**src/rtl/hilo_pkg.sv**
```systemverilog
// Shared op encodings and FSM state type for the HI/LO special-register unit.
package hilo_pkg;

    localparam int OP_W = 3;

    localparam logic [OP_W-1:0] OP_NOP     = 3'd0;
    localparam logic [OP_W-1:0] OP_WR_HI   = 3'd1;
    localparam logic [OP_W-1:0] OP_WR_LO   = 3'd2;
    localparam logic [OP_W-1:0] OP_WR_BOTH = 3'd3;
    localparam logic [OP_W-1:0] OP_ACC_ADD = 3'd4;
    localparam logic [OP_W-1:0] OP_ACC_SUB = 3'd5;

    typedef enum logic [1:0] {
        IDLE   = 2'd0,
        ACC_LO = 2'd1,
        ACC_HI = 2'd2
    } hilo_state_e;

endpackage

```
**src/rtl/hilo_half_adder.sv**
```systemverilog
// DW-bit adder with optional inversion of the second operand and carry in/out;
// shared by the low and high halves of a multi-cycle accumulate.
module hilo_half_adder #(
    parameter int DW = 32
) (
    input  logic [DW-1:0] a_i,
    input  logic [DW-1:0] b_i,
    input  logic          inv_i,
    input  logic          cin_i,
    output logic [DW-1:0] sum_o,
    output logic          cout_o
);

    logic [DW:0] full;

    assign full   = {1'b0, a_i} + {1'b0, b_i ^ {DW{inv_i}}} + {{DW{1'b0}}, cin_i};
    assign sum_o  = full[DW-1:0];
    assign cout_o = full[DW];

endmodule

```
**src/rtl/hilo_acc_unit.sv**
```systemverilog
// HI/LO register pair with forwarded direct writes and a two-stage split-carry
// accumulate. Define HILO_ACC_SAT_EN for signed saturation and the sat_o pulse.
module hilo_acc_unit
    import hilo_pkg::*;
#(
    parameter int          DW     = 32,
    parameter logic [DW-1:0] RST_HI = '0,
    parameter logic [DW-1:0] RST_LO = '0
) (
    input  logic            clk,
    input  logic            rst,
    input  logic            req_valid,
    output logic            req_ready,
    input  logic [OP_W-1:0] req_op,
    input  logic [DW-1:0]   req_hi,
    input  logic [DW-1:0]   req_lo,
    input  logic            flush,
    output logic [DW-1:0]   hi_o,
    output logic [DW-1:0]   lo_o,
    output logic            busy
`ifdef HILO_ACC_SAT_EN
    ,
    output logic            sat_o
`endif
);

    // Handshake: a request transfers on a rising edge where req_valid & req_ready
    // & ~flush; req_ready depends only on state, and a refused request must be held.
    hilo_state_e state_q, state_d;
    logic [DW-1:0] hi_q, hi_d, lo_q, lo_d;
    logic [DW-1:0] opnd_hi_q, opnd_hi_d, opnd_lo_q, opnd_lo_d;
    logic [DW-1:0] lo_tmp_q, lo_tmp_d;
    logic          sub_q, sub_d, c_q, c_d;
    logic          accept, fwd_hi, fwd_lo;
    logic [DW-1:0] add_a, add_b, add_sum;
    logic          add_cin, add_cout;
`ifdef HILO_ACC_SAT_EN
    logic          sat_q, sat_d, ovf, a_sign;
`endif

    assign accept = req_valid & (state_q == IDLE) & ~flush & ~rst;
    assign fwd_hi = accept & ((req_op == OP_WR_HI) | (req_op == OP_WR_BOTH));
    assign fwd_lo = accept & ((req_op == OP_WR_LO) | (req_op == OP_WR_BOTH));

    // The single adder serves the low half in ACC_LO and the high half otherwise.
    assign add_a   = (state_q == ACC_LO) ? lo_q      : hi_q;
    assign add_b   = (state_q == ACC_LO) ? opnd_lo_q : opnd_hi_q;
    assign add_cin = (state_q == ACC_LO) ? sub_q     : c_q;

    hilo_half_adder #(.DW(DW)) u_adder (
        .a_i    (add_a),
        .b_i    (add_b),
        .inv_i  (sub_q),
        .cin_i  (add_cin),
        .sum_o  (add_sum),
        .cout_o (add_cout)
    );

`ifdef HILO_ACC_SAT_EN
    // Signed overflow of the full-width result: same-signed effective operands,
    // result sign differs from the accumulator sign.
    assign a_sign = hi_q[DW-1];
    assign ovf    = (a_sign == (opnd_hi_q[DW-1] ^ sub_q)) && (add_sum[DW-1] != a_sign);
`endif

    always_comb begin
        state_d   = state_q;
        hi_d      = hi_q;
        lo_d      = lo_q;
        opnd_hi_d = opnd_hi_q;
        opnd_lo_d = opnd_lo_q;
        lo_tmp_d  = lo_tmp_q;
        sub_d     = sub_q;
        c_d       = c_q;
`ifdef HILO_ACC_SAT_EN
        sat_d     = 1'b0;
`endif
        case (state_q)
            IDLE: begin
                if (accept) begin
                    case (req_op)
                        OP_WR_HI:   hi_d = req_hi;
                        OP_WR_LO:   lo_d = req_lo;
                        OP_WR_BOTH: begin
                            hi_d = req_hi;
                            lo_d = req_lo;
                        end
                        OP_ACC_ADD, OP_ACC_SUB: begin
                            opnd_hi_d = req_hi;
                            opnd_lo_d = req_lo;
                            sub_d     = (req_op == OP_ACC_SUB);
                            state_d   = ACC_LO;
                        end
                        default: ;
                    endcase
                end
            end
            ACC_LO: begin
                state_d = IDLE;
                if (!flush) begin
                    lo_tmp_d = add_sum;
                    c_d      = add_cout;
                    state_d  = ACC_HI;
                end
            end
            ACC_HI: begin
                state_d = IDLE;
                if (!flush) begin
                    hi_d = add_sum;
                    lo_d = lo_tmp_q;
`ifdef HILO_ACC_SAT_EN
                    if (ovf) begin
                        hi_d  = a_sign ? {1'b1, {(DW-1){1'b0}}} : {1'b0, {(DW-1){1'b1}}};
                        lo_d  = a_sign ? {DW{1'b0}} : {DW{1'b1}};
                        sat_d = 1'b1;
                    end
`endif
                end
            end
            default: state_d = IDLE;
        endcase
    end

    always_ff @(posedge clk) begin
        if (rst) begin
            state_q   <= IDLE;
            hi_q      <= RST_HI;
            lo_q      <= RST_LO;
            opnd_hi_q <= '0;
            opnd_lo_q <= '0;
            lo_tmp_q  <= '0;
            sub_q     <= 1'b0;
            c_q       <= 1'b0;
`ifdef HILO_ACC_SAT_EN
            sat_q     <= 1'b0;
`endif
        end else begin
            state_q   <= state_d;
            hi_q      <= hi_d;
            lo_q      <= lo_d;
            opnd_hi_q <= opnd_hi_d;
            opnd_lo_q <= opnd_lo_d;
            lo_tmp_q  <= lo_tmp_d;
            sub_q     <= sub_d;
            c_q       <= c_d;
`ifdef HILO_ACC_SAT_EN
            sat_q     <= sat_d;
`endif
        end
    end

    // Reset forces the reset-cycle view even before the first edge has landed.
    assign req_ready = rst | (state_q == IDLE);
    assign busy      = ~rst & (state_q != IDLE);
    assign hi_o      = rst ? RST_HI : (fwd_hi ? req_hi : hi_q);
    assign lo_o      = rst ? RST_LO : (fwd_lo ? req_lo : lo_q);
`ifdef HILO_ACC_SAT_EN
    assign sat_o     = ~rst & sat_q;
`endif

endmodule

```
**config.mk**
```make
export PLATFORM = sky130hd
export DESIGN_NAME = hilo_acc_unit
export DESIGN_NICKNAME = d
export VERILOG_FILES = /design/src/rtl/hilo_pkg.sv /design/src/rtl/hilo_half_adder.sv /design/src/rtl/hilo_acc_unit.sv
export SDC_FILE = /design/constraint.sdc
export NUM_CORES = 1
export LEC_CHECK = 0
export ABC_AREA = 1
export CELL_PAD_IN_SITES_DETAIL_PLACEMENT = 0
export CELL_PAD_IN_SITES_GLOBAL_PLACEMENT = 1
export CORE_MARGIN = 5
export CORE_UTILIZATION = 43
export CTS_CLUSTER_DIAMETER = 100
export DETAILED_ROUTE_END_ITERATION = 8
export PLACE_DENSITY_LB_ADDON = 0.3
export SKIP_CTS_REPAIR_TIMING = 1
export SYNTH_ARGS = -nofsm -noshare
export SYNTH_HDL_FRONTEND = slang
export SYNTH_SLANG_ARGS = --single-unit
```
**constraint.sdc**
```tcl
create_clock -name clk -period 7.8 [get_ports clk]
set_input_delay 1.95 -clock clk [delete_from_list [all_inputs] [get_ports clk]]
set_output_delay 1.95 -clock clk [all_outputs]
set_load 0.03 [all_outputs]
```
# After elaboration in Yosys (flattened, before gate mapping)

Cells that the tools add are included.

Register bits after elaboration: 164
Latch bits: 0
RAM bits: 0
Bits in read-only memories: 0
Input port bits: 71
Memories: 0

Add/sub/neg operators: 2
Multiply operators: 0
Div/mod/pow operators: 0
Order comparisons: 0
Eq/ne operators: 12
Shift operators: 0
Muxes and demuxes: 19
Bitwise logic cells: 12
Reductions and logical operators: 11

Operator list:

| kind                                                                     | count |
|---|---|
| 32-bit two-way mux                                                       | 12 |
| 32-bit one-hot mux with 2 select lines                                   | 2 |
| 32-bit by 32-bit adder with 33-bit output                                | 1 |
| 33-bit by 1-bit adder with 33-bit output                                 | 1 |
| 32-bit bitwise XOR                                                       | 1 |
| 2-bit inequality test (second input constant)                            | 4 |
| 4-bit AND reduction                                                      | 2 |
| 1-bit bitwise AND                                                        | 6 |
| 3-bit by 2-bit equality test with 1-bit output (second input constant)   | 2 |
| 3-bit equality test (second input constant)                              | 2 |
| 2-bit two-way mux                                                        | 3 |
| 2-bit OR reduction                                                       | 3 |
| 2-bit one-hot mux with 2 select lines                                    | 1 |
| 2-bit AND reduction                                                      | 2 |
| 2-bit nonzero test                                                       | 2 |
| 3-bit by 1-bit equality test with 1-bit output (second input constant)   | 1 |
| 1-bit bitwise OR                                                         | 3 |
| 3-bit AND reduction                                                      | 1 |
| 2-bit by 1-bit equality test with 1-bit output (second input constant)   | 1 |
| 2-bit equality test (second input constant)                              | 1 |
| 2-bit zero test                                                          | 1 |
| 2-bit by 1-bit inequality test with 1-bit output (second input constant) | 1 |
| 1-bit inverter                                                           | 2 |
| 1-bit two-way mux                                                        | 1 |

# Depth between registers and ports, before layout

Gate-level depths: netlist of run 1.

Depth in word-level cells: 7
Gate-level depth with buffers: 22
Mapped depth without buffers: 21

# Modules after synthesis

From an unflattened synthesis of run 1, not the netlist that was laid out.

Cell total of the unflattened synthesis: 2,144
Area, all modules: 11,903.9 um^2

By module, submodules not included:

| module          | times used | cells an instance | area an instance (um^2) | seq. area each (um^2) |
|---|---|---|---|---|
| hilo_acc_unit   | 1          | 1,591             | 9,120.0                 | 3,283.1 |
| hilo_half_adder | 1          | 553               | 2,783.9                 | 0.0 |

# Worst setup path before layout of run 1

Ideal clock, no wire load.

Kind: input to output
From: input rst
To: output hi_o[0]
Arrival time: 3,312 ps
Slack: 2,538 ps
Stages: 7
Buffers on the path: 2
Cells stage by stage: clkbuf_1 nor2_2 nand3_4 nor2_4 inv_2 clkbuf_1 a21oi_1

Cells in the longest elaborated chain, start to end: 5

Ends and longest elaborated chain:

| what                 | line                 | text |
|---|---|---|
| from (decl)          | hilo_acc_unit.sv:11  | `input logic rst,` |
| 1-bit inverter       | hilo_acc_unit.sv:41  | `assign accept = req_valid & (state_q == IDLE) & ~flush & ~rst;` |
| 1-bit bitwise AND    | hilo_acc_unit.sv:41  |  |
| 1-bit bitwise AND    | hilo_acc_unit.sv:42  | `assign fwd_hi = accept & ((req_op == OP_WR_HI) \| (req_op == OP_WR_BOTH));` |
| 32-bit two-way mux   | hilo_acc_unit.sv:155 | `assign hi_o = rst ? RST_HI : (fwd_hi ? req_hi : hi_q);` |
| 32-bit two-way mux * | hilo_acc_unit.sv:155 |  |
| to (decl)            | hilo_acc_unit.sv:18  | `output logic [DW-1:0] hi_o,` |

Mark *: on every way between the ends. The rest lies on a longest branch, timed or not.

# Worst setup path after layout of run 1

From: input flush
To: output lo_o[17]

Cells in the longest elaborated chain, start to end: 6

Ends and longest elaborated chain:

| what                             | line                 | text |
|---|---|---|
| from (decl)                      | hilo_acc_unit.sv:17  | `input logic flush,` |
| 1-bit inverter (no source line)  | -                    |  |
| 1-bit bitwise AND (2 in series)  | hilo_acc_unit.sv:41  |  |
| 1-bit bitwise AND                | hilo_acc_unit.sv:43  | `assign fwd_lo = accept & ((req_op == OP_WR_LO) \| (req_op == OP_WR_BOTH));` |
| 32-bit two-way mux (2 in series) | hilo_acc_unit.sv:156 | `assign lo_o = rst ? RST_LO : (fwd_lo ? req_lo : lo_q);` |
| to (decl)                        | hilo_acc_unit.sv:19  | `output logic [DW-1:0] lo_o,` |

No other way between the ends.

==> results of run 1 <==
[critical path: cells and delay by family]
family,cells,cell delay [ps]
buffers and inverters,3,1660
and+or+nand+nor,4,900
AOI/OAI and AO/OA,1,200
[sequential cells by signal (all words and copies together) (netlist names)]
signal	count
lo_tmp_q	32
opnd_lo_q	32
opnd_hi_q	32
lo_q	32
sub_q	1
state_q	2
c_q	1
hi_q	32
[through the flow]
step                      util [%]  setup WS, ps
after detailed placement      50.0          1100
after global placement        50.0          1170
after global routing          52.3           937
after floorplan                  -          2540
after CTS                     52.3          1100
final                         52.3          1100
[final timing paths]
path                                               start                   endpoint  slack (ps)  cells after the start
worst min register to register  lo_tmp_q[1]$_SDFFE_PP0P_   lo_tmp_q[1]$_SDFFE_PP0P_         460                      2
worst max register to register   state_q[0]$_SDFFE_PP0P_  lo_tmp_q[11]$_SDFFE_PP0P_        3450                     10
worst min-delay path            lo_tmp_q[1]$_SDFFE_PP0P_   lo_tmp_q[1]$_SDFFE_PP0P_         460                      2
worst max-delay path                               flush                   lo_o[17]        1100                      8
[where the power goes]
group / internal (mW) / switching, mW
Clock: 0.426 / 0.398
Combinational: 0.0857 / 0.133
Sequential: 0.855 / 0.00929
Total: 1.37 / 0.541
[cell families after synthesis]
group,count (synthesis),share of synthesized area (%)
xor gates and xnor gates,47,3.83
and+or+nand+nor,682,25.2
muxes,32,2.98
AOI/OAI and AO/OA,431,21.7
adders and majority gates,33,3.98
DFF,164,30.6
buffers and inverters,328,11.8
[layout make-up]
type	instances	area [µm²]	share of cell area, %
clock inverter	14	120	0.939
tap	324	405	3.17
clock buffer	18	439	3.43
inverter	231	867	6.78
multi-input combinational	1225	6210	48.5
timing repair buffer	150	1480	11.5
sequential	164	3280	25.7
[metal layers]
| layer | vias to the layer above | part of all wire, % | global-route usage, % |
|---|---|---|---|
| li1 | 5647 | - | - |
| met1 | 5024 | 48 | 34.1 |
| met2 | 333 | 45 | 38.2 |
| met3 | 37 | 5.8 | 3.49 |
| met4 | 0 | 1.8 | 6.74 |
| met5 | - | 0 | 0 |
[Yosys cell counts]
library cell	n	area, µm²
nor3_1	7	35.0
o21bai_1	3	22.5
nand4_1	1	6.26
a21oi_1	146	731
xor2_1	46	403
inv_1	226	848
mux2i_1	32	320
ha_1	31	388
a211oi_1	59	443
buf_4	3	22.5
nor3_4	1	16.3
clkbuf_1	70	263
xnor2_1	1	8.76
nand3_4	1	17.5
nor2_2	4	25.0
nand3b_1	5	37.5
nand2_1	369	1390
nor2_4	3	33.8
nor2_1	250	938
nand3_1	36	180
and2_1	4	25.0
dfxtp_1	164	3280
a31oi_1	2	12.5
o21ai_0	188	941
inv_2	5	18.8
fa_1	2	40.0
buf_1	7	26.3
or2_2	1	6.26
buf_2	17	85.1
a21o_1	2	15.0
o221ai_1	2	17.5
o21ai_1	29	145
==> run metrics, run 1 <==
RSZ-0062 raised after global routing no; Routed WL per cell between 15 and 20 µm; Vias/cell 5.19; TritonCTS clock tree done; Hold Path Class reg2reg; DRT iter0 DRCs between 700 and 800; worst path required time around 6000 ps; Avg Synthesized Cell Area around 6.3 µm²; Setup CP Type in2out; largest net degree at the start of global routing 135; P_leak between 5 and 6 nW; Post-Syn Nets ~1800; number of antenna violations at the first check in global routing 0; Max Slew Vio Count 0; clock root buffer clkbuf_16; fin area between 10000 and 15000 µm²; cts bufs inserted 17; Std-Cell Rows 57; drt drc 0; global route overflow 0; final setup TNS 0 ps; fill cell count between 2000 and 2500; PnR Total Power 1.91 mW; CP endpoint kind primary output; status finished clean; Max Clock Freq between 100 and 150 MHz; sequential element share of the synthesized area a little under a third; Area Growth Syn to Fin 19.2%; Total GRT Usage 24.0%; most frequent cells in the layout nand2_1, nor2_1, inv_1; Post-DRT Antenna Nets 0; mapped cell area 10700 µm²; placed cell areas roughly 12000 µm²; Final HPWL DP 23.3 mm; Initial Util around 44%; crit path launch type input pin; Worst EP arrival approximately 4800 ps; Vias roughly 11000; dpl cells approximately 2100; worst-path maximum fanout 35; Die Span X 168 µm; die height between 150 and 200 µm; most common cell after layout, fill and taps aside nand2_1; clock sinks between 150 and 200; share of layout cells above drive strength 1 3.55%; clk_lat worst skew between 400 and 500 ps; Clock Skews 14.8 ps; routed wire length roughly 34 mm; Max Buffers Root-to-Sink 2; crit-path max cell delay about 700 ps; Tcrit/Tclk final 85.9%; vias in the first global route roughly 10000; Hold Fails Final Rpt 0; die area approximately 28000 µm²; Ys Warns 0; max-cap check violation count 0; gpl congestion ~0.94; iteration count of the initial detailed-routing pass 5; ratio of total power to cell area roughly 150 nW/µm²; register bit total from synthesis 164; Worst path slowest cell clkdlybuf4s50_1; Worst-path clk slew 70 ps; Layout Cells excl Fill 2126; io pins around 140; first-pass GRT wire length around 55 mm; critical path's most frequent cell clkdlybuf4s50_1; Tmin final 6700 ps; cells after synthesis around 1700; Slew @ Worst Pin roughly 1100 ps; Port Buffer Count between 100 and 150; n_diodes 0; cell chain of the critical path clkdlybuf4s50_1 -> nor2_2 -> nand3_4 -> nor2_4 -> buf_4 -> nand2_1 -> a21oi_1 -> clkdlybuf4s50_1; Core Footprint 24500 µm²; Hold Worst Slack 458 ps; Worst slew margin 29.0%; Synth cell types 32; CTS H-tree lvls 4; nets 1893; Final Setup Violations 0; Peak VDD IR between 0.1 and 0.15 mV
Power figures use the tool's default switching activity.
==> inputs of run 2 (changes only) <==
Settings changed: CORE_UTILIZATION 43 to 36.
Clock period 7.8 ns to 5.8 ns, I/O delays scaled along.
==> run metrics, run 2 (synthesis results as in run 1) <==
Tcrit/Tclk final 89.3%; crit path launch type input pin (unchanged); Max Slew Vio Count 0 (unchanged); vias in the first global route 10500 (was 10300); n_diodes 0 (unchanged); TritonCTS clock tree done (unchanged); Hold Fails Final Rpt 0 (unchanged); end of the worst register-to-register path hi_q[31]$_SDFFE_PP0P_ (was lo_tmp_q[11]$_SDFFE_PP0P_); Die Span X 183 µm (was 168 µm); final setup TNS 0 ps (unchanged); Port Buffer Count 136 (unchanged); hold path start lo_tmp_q[1]$_SDFFE_PP0P_ (unchanged); number of antenna violations at the first check in global routing 0 (unchanged); Vias/cell 4.98 (was 5.19); worst-path maximum fanout 34 (was 35); R2R Setup Slk 1930 ps (was 3450 ps); clk_lat worst skew 440 ps (about the same); Setup CP Type in2out (unchanged); sw power 734 µW (was 541 µW); routed wire length 35.8 mm (was 34.5 mm); Worst Hold Path EP lo_tmp_q[1]$_SDFFE_PP0P_ (unchanged); Slew @ Worst Pin 1030 ps (was 1060 ps); PnR Total Power 2.63 mW (was 1.91 mW); sw frac 27.9% (was 28.4%); Initial Util 36.3% (was 43.9%); status finished clean (unchanged); Core Footprint 29600 µm² (was 24500 µm²); first-pass GRT wire length 57.3 mm (was 55.5 mm); Post-DRT Antenna Nets 0 (unchanged); Final Setup Violations 0 (unchanged); Clock Power Share 44.4% (was 43.2%); Tmin final between 5000 and 6000 ps; CTS H-tree lvls 4 (unchanged); gpl congestion 0.864 (was 0.940); P_int 1.90 mW (was 1.37 mW); Worst slew margin 30.9% (was 29.0%); Worst-path clk slew 70 ps (about the same); Peak VDD IR 0.178 mV (was 0.100 mV); Max Buffers Root-to-Sink 2 (unchanged); clock sinks 164 (unchanged); Total GRT Usage 21.1% (was 24.0%); largest net degree at the start of global routing 69 (was 135); nets 1898 (was 1893); die height 183 µm (was 168 µm); Vias 10900 (was 11000); global route overflow 0 (unchanged); ratio of total power to cell area 203 nW/µm² (was 149 nW/µm²); Routed WL per cell 16.3 µm (was 16.2 µm); most common cell after layout, fill and taps aside nand2_1 (unchanged); io pins 137 (unchanged); iteration count of the initial detailed-routing pass 5 (unchanged); CP endpoint kind primary output (unchanged); Gate power share 11.4% (was 11.5%); Hold Path Stages 2 (unchanged); share of layout cells above drive strength 1 6.75% (was 3.55%); die area 33400 µm² (was 28200 µm²); reg2reg path depth 16 (was 10); P_leak 5.78 nW (was 5.61 nW); max-cap check violation count 0 (unchanged); RSZ-0062 raised after global routing no (unchanged); most frequent cells in the layout nand2_1, nor2_1, inv_1 (unchanged); Hold Path Class reg2reg (unchanged); FF-to-FF Start state_q[0]$_SDFFE_PP0P_ (unchanged); Worst EP arrival 3730 ps (was 4750 ps); cts bufs inserted 17 (unchanged); Std-Cell Rows 63 (was 57); Final HPWL DP 25.4 mm (was 23.3 mm); clock root buffer clkbuf_16 (unchanged); Area Growth Syn to Fin 20.5% (was 19.2%); DRT iter0 DRCs 601 (was 718); Max Clock Freq 193 MHz; worst path required time 4350 ps (was 5850 ps); Clock Skews 15.7 ps (was 14.8 ps); drt drc 0 (unchanged); Sequential Power Share 44.2% (was 45.3%)
## run 2: area by class of cell
cell class	count	area (µm²)
Timing Repair Buffer	155	1510
Inverter	231	868
Clock inverter	13	138
Multi-Input combinational cell	1225	6210
Fill cell	3212	16600
Tap cell	390	488
Clock buffer	19	453
Sequential cell	164	3280
## run 2: layer usage
metal / part of all wire, % / wire [µm] / track usage (%) / up-vias
li1: - / - / - / 5645
met1: 48 / 17300 / 29.2 / 5036
met2: 46 / 16400 / 34.9 / 235
met3: 4.5 / 1620 / 3.13 / 33
met4: 1.4 / 509 / 5.01 / 0
met5: 0 / 0 / 0 / -
## run 2: worst max-delay path by stage
stage / from / cells past startpoint / slack (ps) / endpoint
floorplan: rst / 7 / 1540 / hi_o[0]
global placement: flush / 8 / 630 / hi_o[10]
detailed placement: flush / 8 / 600 / hi_o[10]
CTS: flush / 8 / 600 / hi_o[10]
global route: flush / 8 / 470 / hi_o[12]
finish: flush / 8 / 620 / hi_o[10]
## run 2: critical path, stage by stage
cell and delay, ps:
clkdlybuf4s50_1 490, nor2_2 190, nand3_4 120, nor2_4 120, buf_4 390, o21ai_0 130
nor2_1 130, clkdlybuf4s50_1 670
## run 2: power by group through the flow
stage | clock [mW] | sequential [mW] | combinational, mW
6_report | 1.17 | 1.16 | 0.299
5_1_grt | 1.22 | 1.16 | 0.330
4_1_cts | 1.19 | 1.16 | 0.300
3_5_place_dp | 0 | 1.19 | 0.298
3_3_place_gp | 0 | 1.19 | 0.297
2_1_floorplan | 0 | 1.18 | 0.166
## run 2: through the flow
step	cell area, µm²	cells	hold slack (ps)	setup WS, ps	utilization (%)
detailed placement	12400	2165	448	605	41.8
finish	12900	2197	458	622	43.8
CTS	12900	2197	458	601	43.8
global placement	12400	2165	441	634	41.8
global route	12900	2197	500	469	43.8
floorplan	10700	1717	430	1540	-
==> inputs of run 3 (changes only) <==
Settings changed: CORE_UTILIZATION 36 to 37, CTS_BUF_LIST set to sky130_fd_sc_hd__clkbuf_8.
==> run metrics, run 3 (synthesis results as in run 1) <==
status finished clean (unchanged); Final HPWL DP 25.6 mm (was 25.4 mm); CTS H-tree lvls 4 (unchanged); Initial Util 37.4% (was 36.3%); n_diodes 0 (unchanged); Max Slew Vio Count 0 (unchanged); worst path required time 4350 ps (about the same); Storage cell area 3280 µm² (unchanged); Final Setup Violations 0 (unchanged); crit path launch type input pin (unchanged); TritonCTS clock tree done (unchanged); nets 1903 (was 1898); Slew @ Worst Pin 1180 ps (was 1030 ps); fill cell count 3105 (was 3212); Vias/cell 4.98 (about the same); CP endpoint kind primary output (unchanged); clock sinks 164 (unchanged); io pins 137 (unchanged); gpl congestion 0.858 (was 0.864); Tcrit/Tclk final 92.1% (was 89.3%); drt drc 0 (unchanged); Worst-path clk slew 100 ps (was 70 ps); Hold Fails Final Rpt 0 (unchanged); Peak VDD IR 0.111 mV (was 0.178 mV); final setup TNS 0 ps (unchanged); Max Clock Freq 187 MHz (was 193 MHz); share of layout cells above drive strength 1 6.95% (was 6.75%); clock root buffer clkbuf_8 (was clkbuf_16); Hold Worst Slack 472 ps (was 458 ps); Port Buffer Count 136 (unchanged); cts bufs inserted 17 (unchanged); Post-DRT Antenna Nets 0 (unchanged); die height 180 µm (was 183 µm); routed wire length 36.5 mm (was 35.8 mm); Clock Skews 24.1 ps (was 15.7 ps); Vias 10900 (about the same); Core Footprint 28700 µm² (was 29600 µm²); Hold Path Class reg2reg (unchanged); max-cap check violation count 0 (unchanged); iteration count of the initial detailed-routing pass 5 (unchanged); RSZ-0062 raised after global routing no (unchanged); Tmin final 5340 ps (was 5180 ps); most common cell after layout, fill and taps aside nand2_1 (unchanged); PnR Total Power 2.30 mW (was 2.63 mW); Routed WL per cell 16.6 µm (was 16.3 µm); Die Span X 180 µm (was 183 µm); Worst slew margin 21.3% (was 30.9%); dpl cells 2164 (was 2165); largest net degree at the start of global routing 69 (unchanged); Total GRT Usage 22.1% (was 21.1%); multi-input logic area 6210 µm² (unchanged); vias in the first global route 10500 (about the same); number of antenna violations at the first check in global routing 0 (unchanged); most frequent cells in the layout nand2_1, nor2_1, inv_1 (unchanged); ratio of total power to cell area 180 nW/µm² (was 203 nW/µm²); Std-Cell Rows 62 (was 63); clk_lat worst skew 470 ps (was 440 ps); Max Buffers Root-to-Sink 2 (unchanged); global route overflow 0 (unchanged); first-pass GRT wire length 58.4 mm (was 57.3 mm); die area 32500 µm² (was 33400 µm²); Layout Cells excl Fill 2196 (was 2197); Area Growth Syn to Fin 18.8% (was 20.5%); worst-path maximum fanout 34 (unchanged); Worst EP arrival 3890 ps (was 3730 ps); Setup CP Type in2out (unchanged); P_leak 5.71 nW (was 5.78 nW); DRT iter0 DRCs 766 (was 601)
[run 3: report_power, final]
part / internal (mW) / switching (mW)
clock: 0.334 / 0.501
combinational: 0.118 / 0.186
sequential: 1.15 / 0.0129
total: 1.60 / 0.700
[run 3: final timing paths]
| kind | slack, ps | endpoint | cells after the start | start |
|---|---|---|---|---|
| worst max-delay path | 460 | lo_o[9] | 9 | flush |
| worst min-delay path | 470 | lo_tmp_q[1]$_SDFFE_PP0P_ | 2 | lo_tmp_q[1]$_SDFFE_PP0P_ |
| worst max register to register | 2040 | lo_tmp_q[24]$_SDFFE_PP0P_ | 21 | state_q[0]$_SDFFE_PP0P_ |
| worst min register to register | 470 | lo_tmp_q[1]$_SDFFE_PP0P_ | 2 | lo_tmp_q[1]$_SDFFE_PP0P_ |
[run 3: critical path: stages]
cell             delay, ps
clkdlybuf4s50_1        500
nor2_2                 190
nand3_4                120
buf_4                  300
nor2_4                 470
buf_4                  340
nand2_1                 70
a21oi_1                270
buf_12                 160
[run 3: layout make-up]
class	instances	area share (%)
sequential	164	25.7
clock buffer	19	2.05
clock inverter	13	0.893
inverter	231	6.81
tap	384	3.77
timing repair buffer	160	12.1
multi-input combinational	1225	48.6
[run 3: metrics by stage]
step	instance area, µm²	setup slack (ps)	util, %
6_report	12800	457	44.4
2_1_floorplan	10700	1540	-
4_1_cts	12800	435	44.4
5_1_grt	12800	324	44.4
3_3_place_gp	12400	511	43.1
3_5_place_dp	12400	441	43.1
[run 3: metal layers]
metal | global-route usage (%) | part of all wire (%)
met1 | 31.0 | 49
met2 | 36.8 | 46
met3 | 3.11 | 4.1
met4 | 3.87 | 0.92
met5 | 0 | 0
